**config.mk**
```make
export PLATFORM = sky130hd
export DESIGN_NAME = multi_clk_divider
export DESIGN_NICKNAME = d
export VERILOG_FILES = /design/src/rtl/clk_div_pkg.sv /design/src/rtl/clk_div_chan.sv /design/src/rtl/multi_clk_divider.sv
export SDC_FILE = /design/constraint.sdc
export NUM_CORES = 2
export LEC_CHECK = 0
export CAP_MARGIN = 20
export CORE_AREA = 10 10 559 561
export DETAILED_ROUTE_END_ITERATION = 8
export DIE_AREA = 0 0 569 571
export HOLD_SLACK_MARGIN = 0.06
export PLACE_DENSITY = 0.5
export SLEW_MARGIN = 20
export SYNTH_ARGS = -nofsm -noshare
export SYNTH_HDL_FRONTEND = slang
export SYNTH_SLANG_ARGS = --single-unit
```
**constraint.sdc**
```tcl
create_clock -name clk -period 8.7 [get_ports clk]
set_clock_uncertainty 0.2 [all_clocks]
set_input_delay 1.74 -clock clk [delete_from_list [all_inputs] [get_ports clk]]
set_output_delay 1.74 -clock clk [all_outputs]
set_load 0.05 [all_outputs]
```
**src/rtl/clk_div_pkg.sv**
```systemverilog
// Shared definitions for the multi-channel programmable clock divider.
package clk_div_pkg;

    // Default width of the high/low/wait count fields.
    localparam int unsigned CNT_W_DEF = 32;

    // Per-channel FSM state encoding.
    localparam logic [1:0] ST_IDLE = 2'd0;
    localparam logic [1:0] ST_WAIT = 2'd1;
    localparam logic [1:0] ST_HIGH = 2'd2;
    localparam logic [1:0] ST_LOW  = 2'd3;

    // Lowest bit index of channel idx inside a flattened per-channel bus.
    function automatic int unsigned slice_lo(input int unsigned idx, input int unsigned width);
        return idx * width;
    endfunction

endpackage

```
**src/rtl/clk_div_chan.sv**
```systemverilog
// Single divider channel: shadow/active config, phase FSM and down-counter.
module clk_div_chan
    import clk_div_pkg::*;
#(
    parameter int unsigned CNT_W = CNT_W_DEF
) (
    input  logic             clk,
    input  logic             rst,
    input  logic [CNT_W-1:0] cfg_high,
    input  logic [CNT_W-1:0] cfg_low,
    input  logic [CNT_W-1:0] cfg_wait,
    input  logic             cfg_load,
    input  logic             start,
    input  logic             ch_en,
    output logic             clk_out,
    output logic             running,
    output logic             cfg_pending
);

    localparam logic [CNT_W-1:0] ZERO = '0;
    localparam logic [CNT_W-1:0] ONE  = CNT_W'(1);

    logic [1:0]       state_q, state_d;
    logic [CNT_W-1:0] cnt_q, cnt_d;
    logic [CNT_W-1:0] act_high_q, act_high_d;
    logic [CNT_W-1:0] act_low_q, act_low_d;
    logic [CNT_W-1:0] shd_high_q, shd_high_d;
    logic [CNT_W-1:0] shd_low_q, shd_low_d;
    logic [CNT_W-1:0] shd_wt_q, shd_wt_d;
    logic             pend_q, pend_d;
    logic             clk_out_q, clk_out_d;
    logic             running_q, running_d;

    logic             new_period;
    logic             boundary;
    logic [CNT_W-1:0] per_high;
    logic [CNT_W-1:0] per_low;

    // Next-state: shadow capture, start/resync, phase sequencing and boundary updates.
    always_comb begin
        state_d    = state_q;
        cnt_d      = cnt_q;
        act_high_d = act_high_q;
        act_low_d  = act_low_q;
        shd_high_d = shd_high_q;
        shd_low_d  = shd_low_q;
        shd_wt_d   = shd_wt_q;
        pend_d     = pend_q;
        new_period = 1'b0;
        boundary   = 1'b0;
        per_high   = act_high_q;
        per_low    = act_low_q;

        if (cfg_load) begin
            shd_high_d = cfg_high;
            shd_low_d  = cfg_low;
            shd_wt_d   = cfg_wait;
            pend_d     = 1'b1;
        end

        if (start && ch_en) begin
            // Start sees this cycle's load (bypass) and always applies the shadow.
            act_high_d = shd_high_d;
            act_low_d  = shd_low_d;
            pend_d     = 1'b0;
            per_high   = shd_high_d;
            per_low    = shd_low_d;
            if ((shd_wt_d != ZERO) && ((shd_high_d != ZERO) || (shd_low_d != ZERO))) begin
                state_d = ST_WAIT;
                cnt_d   = shd_wt_d - ONE;
            end else begin
                new_period = 1'b1;
            end
        end else begin
            case (state_q)
                ST_WAIT: begin
                    if (!ch_en) begin
                        state_d = ST_IDLE;
                    end else if (cnt_q == ZERO) begin
                        new_period = 1'b1;
                    end else begin
                        cnt_d = cnt_q - ONE;
                    end
                end
                ST_HIGH: begin
                    // A high phase always runs to completion, even when disabled.
                    if (cnt_q != ZERO) begin
                        cnt_d = cnt_q - ONE;
                    end else if (!ch_en) begin
                        state_d = ST_IDLE;
                    end else if (act_low_q != ZERO) begin
                        state_d = ST_LOW;
                        cnt_d   = act_low_q - ONE;
                    end else begin
                        boundary = 1'b1;
                    end
                end
                ST_LOW: begin
                    if (!ch_en) begin
                        state_d = ST_IDLE;
                    end else if (cnt_q != ZERO) begin
                        cnt_d = cnt_q - ONE;
                    end else begin
                        boundary = 1'b1;
                    end
                end
                default: begin
                end
            endcase

            // Period boundary: the only place a pending shadow reaches the active set.
            if (boundary) begin
                new_period = 1'b1;
                if (pend_q) begin
                    act_high_d = shd_high_q;
                    act_low_d  = shd_low_q;
                    per_high   = shd_high_q;
                    per_low    = shd_low_q;
                    pend_d     = cfg_load;
                end
            end
        end

        // Enter a fresh period, skipping any zero-length phase.
        if (new_period) begin
            if (per_high != ZERO) begin
                state_d = ST_HIGH;
                cnt_d   = per_high - ONE;
            end else if (per_low != ZERO) begin
                state_d = ST_LOW;
                cnt_d   = per_low - ONE;
            end else begin
                state_d = ST_IDLE;
                cnt_d   = ZERO;
            end
        end

        clk_out_d = (state_d == ST_HIGH);
        running_d = (state_d != ST_IDLE);
    end

    // State and configuration registers with synchronous reset.
    always_ff @(posedge clk) begin
        if (rst) begin
            state_q    <= ST_IDLE;
            cnt_q      <= ZERO;
            act_high_q <= ZERO;
            act_low_q  <= ZERO;
            shd_high_q <= ZERO;
            shd_low_q  <= ZERO;
            shd_wt_q   <= ZERO;
            pend_q     <= 1'b0;
            clk_out_q  <= 1'b0;
            running_q  <= 1'b0;
        end else begin
            state_q    <= state_d;
            cnt_q      <= cnt_d;
            act_high_q <= act_high_d;
            act_low_q  <= act_low_d;
            shd_high_q <= shd_high_d;
            shd_low_q  <= shd_low_d;
            shd_wt_q   <= shd_wt_d;
            pend_q     <= pend_d;
            clk_out_q  <= clk_out_d;
            running_q  <= running_d;
        end
    end

    assign clk_out     = clk_out_q;
    assign running     = running_q;
    assign cfg_pending = pend_q;

endmodule

```
**src/rtl/multi_clk_divider.sv**
```systemverilog
// N_CH independent programmable clock dividers sharing one start strobe.
module multi_clk_divider
    import clk_div_pkg::*;
#(
    parameter int unsigned N_CH  = 6,
    parameter int unsigned CNT_W = CNT_W_DEF
) (
    input  logic                  clk,
    input  logic                  rst,
    input  logic [N_CH*CNT_W-1:0] cfg_high,
    input  logic [N_CH*CNT_W-1:0] cfg_low,
    input  logic [N_CH*CNT_W-1:0] cfg_wait,
    input  logic [N_CH-1:0]       cfg_load,
    input  logic                  start,
    input  logic [N_CH-1:0]       ch_en,
    output logic [N_CH-1:0]       clk_out,
    output logic [N_CH-1:0]       running,
    output logic [N_CH-1:0]       cfg_pending
);

    // One channel per bus slice.
    for (genvar g = 0; g < N_CH; g++) begin : g_chan
        localparam int unsigned LO = slice_lo(g, CNT_W);

        clk_div_chan #(
            .CNT_W (CNT_W)
        ) u_chan (
            .clk         (clk),
            .rst         (rst),
            .cfg_high    (cfg_high[LO +: CNT_W]),
            .cfg_low     (cfg_low[LO +: CNT_W]),
            .cfg_wait    (cfg_wait[LO +: CNT_W]),
            .cfg_load    (cfg_load[g]),
            .start       (start),
            .ch_en       (ch_en[g]),
            .clk_out     (clk_out[g]),
            .running     (running[g]),
            .cfg_pending (cfg_pending[g])
        );
    end

endmodule

```
# After elaboration in Yosys (flattened, before gate mapping)
# Cells that the tools add are included.
# Widths: inputs -> output; s select.
[op_classes]
addsub = 30
mux = 288
reduce_logical = 96
eq_ne = 66
[op_table]
columns = ["op", "n"]
rows = [
  ["$mux 32", 126],
  ["$reduce_bool 32->1", 42],
  ["$sub 32x1->32 const B", 30],
  ["$pmux 32 s3", 6],
  ["$logic_not 32->1", 6],
  ["$mux 2", 54],
  ["$mux 1", 90],
  ["$ne 4x2->1 const B", 18],
  ["$reduce_and 8->1", 6],
  ["$eq 2x2->1 const B", 18],
  ["$ne 5x1->1 const B", 6],
  ["$ne 5x2->1 const B", 6],
  ["$reduce_bool 5->1", 6],
  ["$ne 4x1->1 const B", 6],
  ["$pmux 2 s2", 6],
  ["$reduce_or 2->1", 12],
  ["$ne 3x2->1 const B", 6],
  ["$eq 2x1->1 const B", 6],
  ["$logic_and 1x1->1", 12],
  ["$pmux 1 s2", 6],
  ["$reduce_bool 2->1", 6],
  ["$logic_or 1x1->1", 6],
]
[word_totals]
register_bits = 1182
input_bits = 591
word_cells = 540

# Logic depth before layout (Yosys ltp)
[logic_depth]
ltp_word = 13
ltp_mapped = 24
mapped_depth_nobuf = 18

# By module
# Synthesis repeated with hierarchy kept, for this count alone.
[unflattened]
hier_cells = 9940
area_unflattened_um2 = 77614.4
[by_module_without_submodules]
columns = ["mod", "n_inst", "area_each_um2", "seq_area_each_um2", "cells_each"]
rows = [
  ["clk_div_chan (g_chan[2].u_chan ...)", 3, 13082.5, 3943.8, 1690],
  ["clk_div_chan (g_chan[0].u_chan ...)", 2, 12832.3, 3943.8, 1623],
  ["clk_div_chan (g_chan[5].u_chan)", 1, 12702.2, 3943.8, 1624],
]

# Worst setup path after synthesis
# Ideal clock, no wire load.
[synth_timing]
kind = "input -> register"
startpoint = "in cfg_load[5]"
endpoint = "reg g_chan[5].u_chan.cnt_q[13]"
t_arrival_ns = 7.911
path_stages = 23
slack_ns = 0.452
required_ns = 8.364
n_path_buf = 14
setup_ns = 0.136
path_cell_list = "clkbuf_1 buf_2 buf_2 buf_2 buf_2 buf_1 buf_1 clkbuf_1 buf_2 buf_2 buf_2 mux2i_1 ha_1 o21ai_1 nor4_1 nand2_1 nor3_1 nand3_1 a31oi_1 clkbuf_1 clkbuf_1 clkbuf_1 a31oi_1"
[synth_via]
elab_chain_len = 8
elab_cells_between_ends = 31
cone_classes = "add/sub (3); eq/ne (7); mux (12); reduce/logical (9)"
[synth_rtl]
columns = ["item", "line_no", "rtl"]
rows = [
  ["start: declaration", "multi_clk_divider.sv:13", "input logic [N_CH-1:0] cfg_load,"],
  ["parallel branches: the longest is 8 deep, another holds $sub 32x1->32", "-", ""],
  ["end signal: assignment", "clk_div_chan.sv:157", "cnt_q <= cnt_d;"],
  ["end: declaration", "clk_div_chan.sv:24", "logic [CNT_W-1:0] cnt_q, cnt_d;"],
]
# Several ways; the timed one is not identified. The select of a mux whose other input is x is not followed.
# A chain may end at the register's enable or synchronous reset.

# Worst setup path in the final report
[layout_timing]
startpoint = "reg g_chan[5].u_chan.act_low_q[0]"
endpoint = "reg g_chan[5].u_chan.cnt_q[26]"
[layout_via]
elab_chain_len = 12
elab_cells_between_ends = 35
cone_classes = "add/sub (3); eq/ne (7); mux (20); reduce/logical (5)"
[layout_rtl]
columns = ["item", "line_no", "rtl"]
rows = [
  ["start: declaration", "clk_div_chan.sv:26", "logic [CNT_W-1:0] act_low_q, act_low_d;"],
  ["start signal: assignment", "clk_div_chan.sv:159", "act_low_q <= act_low_d;"],
  ["$reduce_bool 32->1", "clk_div_chan.sv:91", "end else if (act_low_q != ZERO) begin"],
  ["$mux 1", "clk_div_chan.sv:91", ""],
  ["$mux 1", "clk_div_chan.sv:89", "end else if (!ch_en) begin"],
  ["$mux 1", "clk_div_chan.sv:87", "if (cnt_q != ZERO) begin"],
  ["$pmux 1 s2", "clk_div_chan.sv:75", "case (state_q)"],
  ["$mux 1", "clk_div_chan.sv:61", "if (start && ch_en) begin"],
  ["$mux 32", "clk_div_chan.sv:112", "if (boundary) begin"],
  ["$mux 32", "-", ""],
  ["$sub 32x1->32 or $reduce_bool 32->1 (tied branches)", "clk_div_chan.sv:131, clk_div_chan.sv:129", ""],
  ["$mux 32", "clk_div_chan.sv:129", "end else if (per_low != ZERO) begin"],
  ["$mux 32", "clk_div_chan.sv:126", "if (per_high != ZERO) begin"],
  ["$mux 32", "clk_div_chan.sv:125", "if (new_period) begin"],
]
# Several ways; a longest one is shown, not always the timed one. The select of a mux whose other input is x is not followed.

==> results by group <==
Run status
  • Status: finished clean

Pwr
  • Net Switching: 6110 uW
  • Clock power share: 40.3%
  • Pwr Density: 195 nW/um2
  • Worst VDD drop: 0.145 mV
  • Combinational Power Share: 25.0%
  • Register share of total power: 34.7%
  • Final Total Pwr: 17,900 uW
  • Switching part of the total: 34.1%
  • Lkg Pwr: 0.0344 uW
  • Internal Power: 11,800 uW

Yosys
  • XOR/XNOR share of the synthesized area: 9.10%
  • Ys flop type: dfxtp_1
  • Post-synth top cells: 1,630 x nor2_1, 1,182 x dfxtp_1, 620 x mux2i_1
  • Synth top area cells: dfxtp_1 32%, mux2i_1 8.3%, nor2_1 8.2%
  • Syn Area/Cell: 7.83 um2
  • Largest family of logic cells by synthesized area: simple AND/OR/NAND/NOR gates
  • Count of yosys warnings during synthesis: 0
  • Cells after Synth: 9,570
  • Post-synthesis cell type count: 108
  • Post-synth top area share: 31.6%
  • Cell taking the most area after synthesis: dfxtp_1
  • Adder and majority cell fraction of the synthesized area: 1.00%
  • Post-synth EDFFs: 0
  • Post-synthesis simple-gate area fraction: 27.2%
  • Net Count, Synth: 10,200
  • Mux contribution to synthesized area: 9.15%
  • Most common cell in the netlist: nor2_1
  • Sequential area share after synthesis: 31.6%
  • Synth Cell Area: 75,000 um2
  • Synth Register Bits: 1,182
  • Ys async rst share: 0%
  • Post-synthesis compound-gate area fraction: 18.1%

Timing
  • Final Max Slew Viols: 0
  • Max transition margin: 10.3%
  • Total negative slack: 0 ns
  • Period Utilization, post-route: 85.8%
  • Unrepaired setup endpoints after global routing: false
  • Final Critical Period: 7.46 ns
  • Measured slew at the worst slew-check pin: 1.34 ns
  • Max Freq: 134 MHz
  • # setup viols final: 0
  • Final-report hold violation count: 0

Detailed routing
  • Vias: 78,800
  • Initial DRC Count: 8,646
  • Pre-antenna DRT Iters: 9
  • Post-route ant nets: 0
  • Final wirelength: 389,000 um
  • DRC viols: 0
  • Avg WL per Cell: 27.5 um
  • Vias per cell: 5.57

Worst setup path
  • Crit-path slowest cell: o21ai_0
  • Worst Path Required: 9.17 ns
  • Crit-path cells: inv_1, ha_1, or4b_2, or4_1, or4_1, a21oi_4, buf_4, mux2_2, o21ai_0, and3_1, nand4_1, nor4_4, nor2_1, a211oi_1, o22ai_1
  • Crit path max-delay family: simple AND/OR/NAND/NOR gates
  • Crit-path max FO: 24
  • CP Launch Type: flip-flop
  • Critical path capture point type: flip-flop
  • FF-to-FF setup slack: 1.24 ns
  • Max incr delay on CP: 0.88 ns
  • CP dominant cell by count: or4_1
  • Worst path depth: 15
  • R2R cell count: 15
  • Crit path kind: flip-flop to flip-flop
  • CP arrival: 7.93 ns
  • Buf/Inv on CP: 2

Global routing
  • First-pass GRT wire length: 552,000 um
  • GRT Max-Usage Layer: met2
  • GR Layer Usage met3: 4.65%
  • Met1 GRT Util: 30.3%
  • Largest net degree at the start of global routing: 220
  • Total track usage: 22.6%
  • Vias in the first global route: 75,100
  • GR Layer Usage met2: 34.7%
  • Overflow after GRT: 0
  • Initial antenna violation count: 83

Place
  • Hpwl dp: 303,000 um
  • Buffers added on ports: 608
  • RePlAce Congestion: 0.999

Finish
  • Share of cells above drive strength 1: 7.85%
  • # nets final: 10,700
  • FILL cells: 32,100
  • Layout Utilization: 30.4%
  • Area grow syn2layout: 22.3%

CTS
  • Clock Latency Late Sink: 0.86 ns
  • Max Buffers Root-to-Sink: 4
  • Root buffer cell: clkbuf_16
  • CTS tree: yes
  • Cts repair resizes: 0
  • Post-CTS setup buffer count: 0
  • Inserted Clock Buffers: 162
  • Num Clock Sinks: 1,182
  • CTS Hold Bufs: 0
  • CTS H-tree lvls: 4
  • Clock-pin slew on the worst setup and hold paths: 0.06 ns

Floorplanning
  • # IOs: 609
  • Starting Density: 24.9%
  • Core area: 302,000 um2
  • Die ar.: 325,000 um2
  • Die Height: 571 um
  • Rows: 202
  • Die outline width: 569 um

Worst hold path
  • Hold Path Class: flip-flop to flip-flop
  • Worst hold stages: 2

Run
  • MaxCap Viol Count: 0
-- routing by layer --
metal / vias to the layer above / wire [um]
li1: 36000 / -
met1: 38500 / 170000
met2: 3470 / 168000
met3: 687 / 30900
met4: 60 / 20000
met5: - / 361
-- sequential cells by signal, indices dropped and copies added, names as in the netlist --
register	flops
g_chan.u_chan.act_high_q	192
g_chan.u_chan.shd_low_q	192
g_chan.u_chan.state_q	12
g_chan.u_chan.running	6
g_chan.u_chan.clk_out	6
g_chan.u_chan.cfg_pending	6
g_chan.u_chan.shd_wt_q	192
g_chan.u_chan.shd_high_q	192
g_chan.u_chan.cnt_q	192
g_chan.u_chan.act_low_q	192
-- area by class of cell --
cell class	count	area [um2]	share of cell area (%)
repair buffers	890	8300	9.06
clock inverters	65	943	1.03
inverters	112	425	0.464
well taps	3978	4980	5.43
clock buffers	224	4710	5.14
multi-input cells	7654	48600	53.0
diodes	27	67.6	0.0737
flip-flops and latches	1182	23700	25.8
-- stage by stage --
stage | std cells | hold WS, ns | setup WS [ns] | cell area (um2)
2_1_floorplan | 9570 | 0.244 | 0.452 | 75000
3_3_place_gp | 13800 | 0.268 | 0.761 | 85900
3_5_place_dp | 13800 | 0.273 | 0.705 | 86000
4_1_cts | 14100 | 0.282 | 1.34 | 91600
5_1_grt | 14100 | 0.308 | 1.11 | 91600
6_report | 14100 | 0.291 | 1.24 | 91700
-- kinds of logic after synthesis --
| family | Yosys count |
|---|---|
| simple gates | 4166 |
| compound gates | 1971 |
| fa+ha+maj | 60 |
| mux | 678 |
| xor+xnor | 779 |
| buf+inv | 734 |
| flops | 1182 |
-- final timing paths --
path	startpoint	to
setup reg to reg	g_chan[5].u_chan.act_low_q[0]	g_chan[5].u_chan.cnt_q[26]
hold reg to reg	g_chan[4].u_chan.cnt_q[1]	g_chan[4].u_chan.cnt_q[1]
setup / recovery	g_chan[5].u_chan.act_low_q[0]	g_chan[5].u_chan.cnt_q[26]
hold / removal	g_chan[4].u_chan.cnt_q[1]	g_chan[4].u_chan.cnt_q[1]
-- power by group through the flow --
stage | Combinational (uW) | Clock, uW | Sequential [uW]
floorplan | 2720 | 0 | 6130
global placement | 4390 | 0 | 6320
detailed placement | 4380 | 0 | 6320
CTS | 4400 | 7380 | 6210
global route | 4800 | 7570 | 6260
finish | 4470 | 7220 | 6230
-- worst reg2reg max path: stages (launching register included) --
cell and delay, ns:
dfxtp_1 0.35, inv_1 0.11, ha_1 0.16, or4b_2 0.67, or4_1 0.56, or4_1 0.64, a21oi_4 0.27, buf_4 0.39
mux2_2 0.40, o21ai_0 0.88, and3_1 0.60, nand4_1 0.28, nor4_4 0.83, nor2_1 0.30, a211oi_1 0.49, o22ai_1 0.16
-- placed cells by master, fill, tap and decap left out, types with 164 or more instances in the layout --
master / count
a21oi_1: 400
buf_4: 276
clkbuf_16: 164
clkdlybuf4s50_1: 600
dfxtp_1: 1182
mux2i_1: 620
nand2_1: 603
nand3_1: 287
nor2_1: 1627
nor3_1: 386
nor4_1: 314
o21ai_0: 379
xnor2_1: 394
xor2_1: 385
Note: power is estimated with default switching activity, not from simulation.
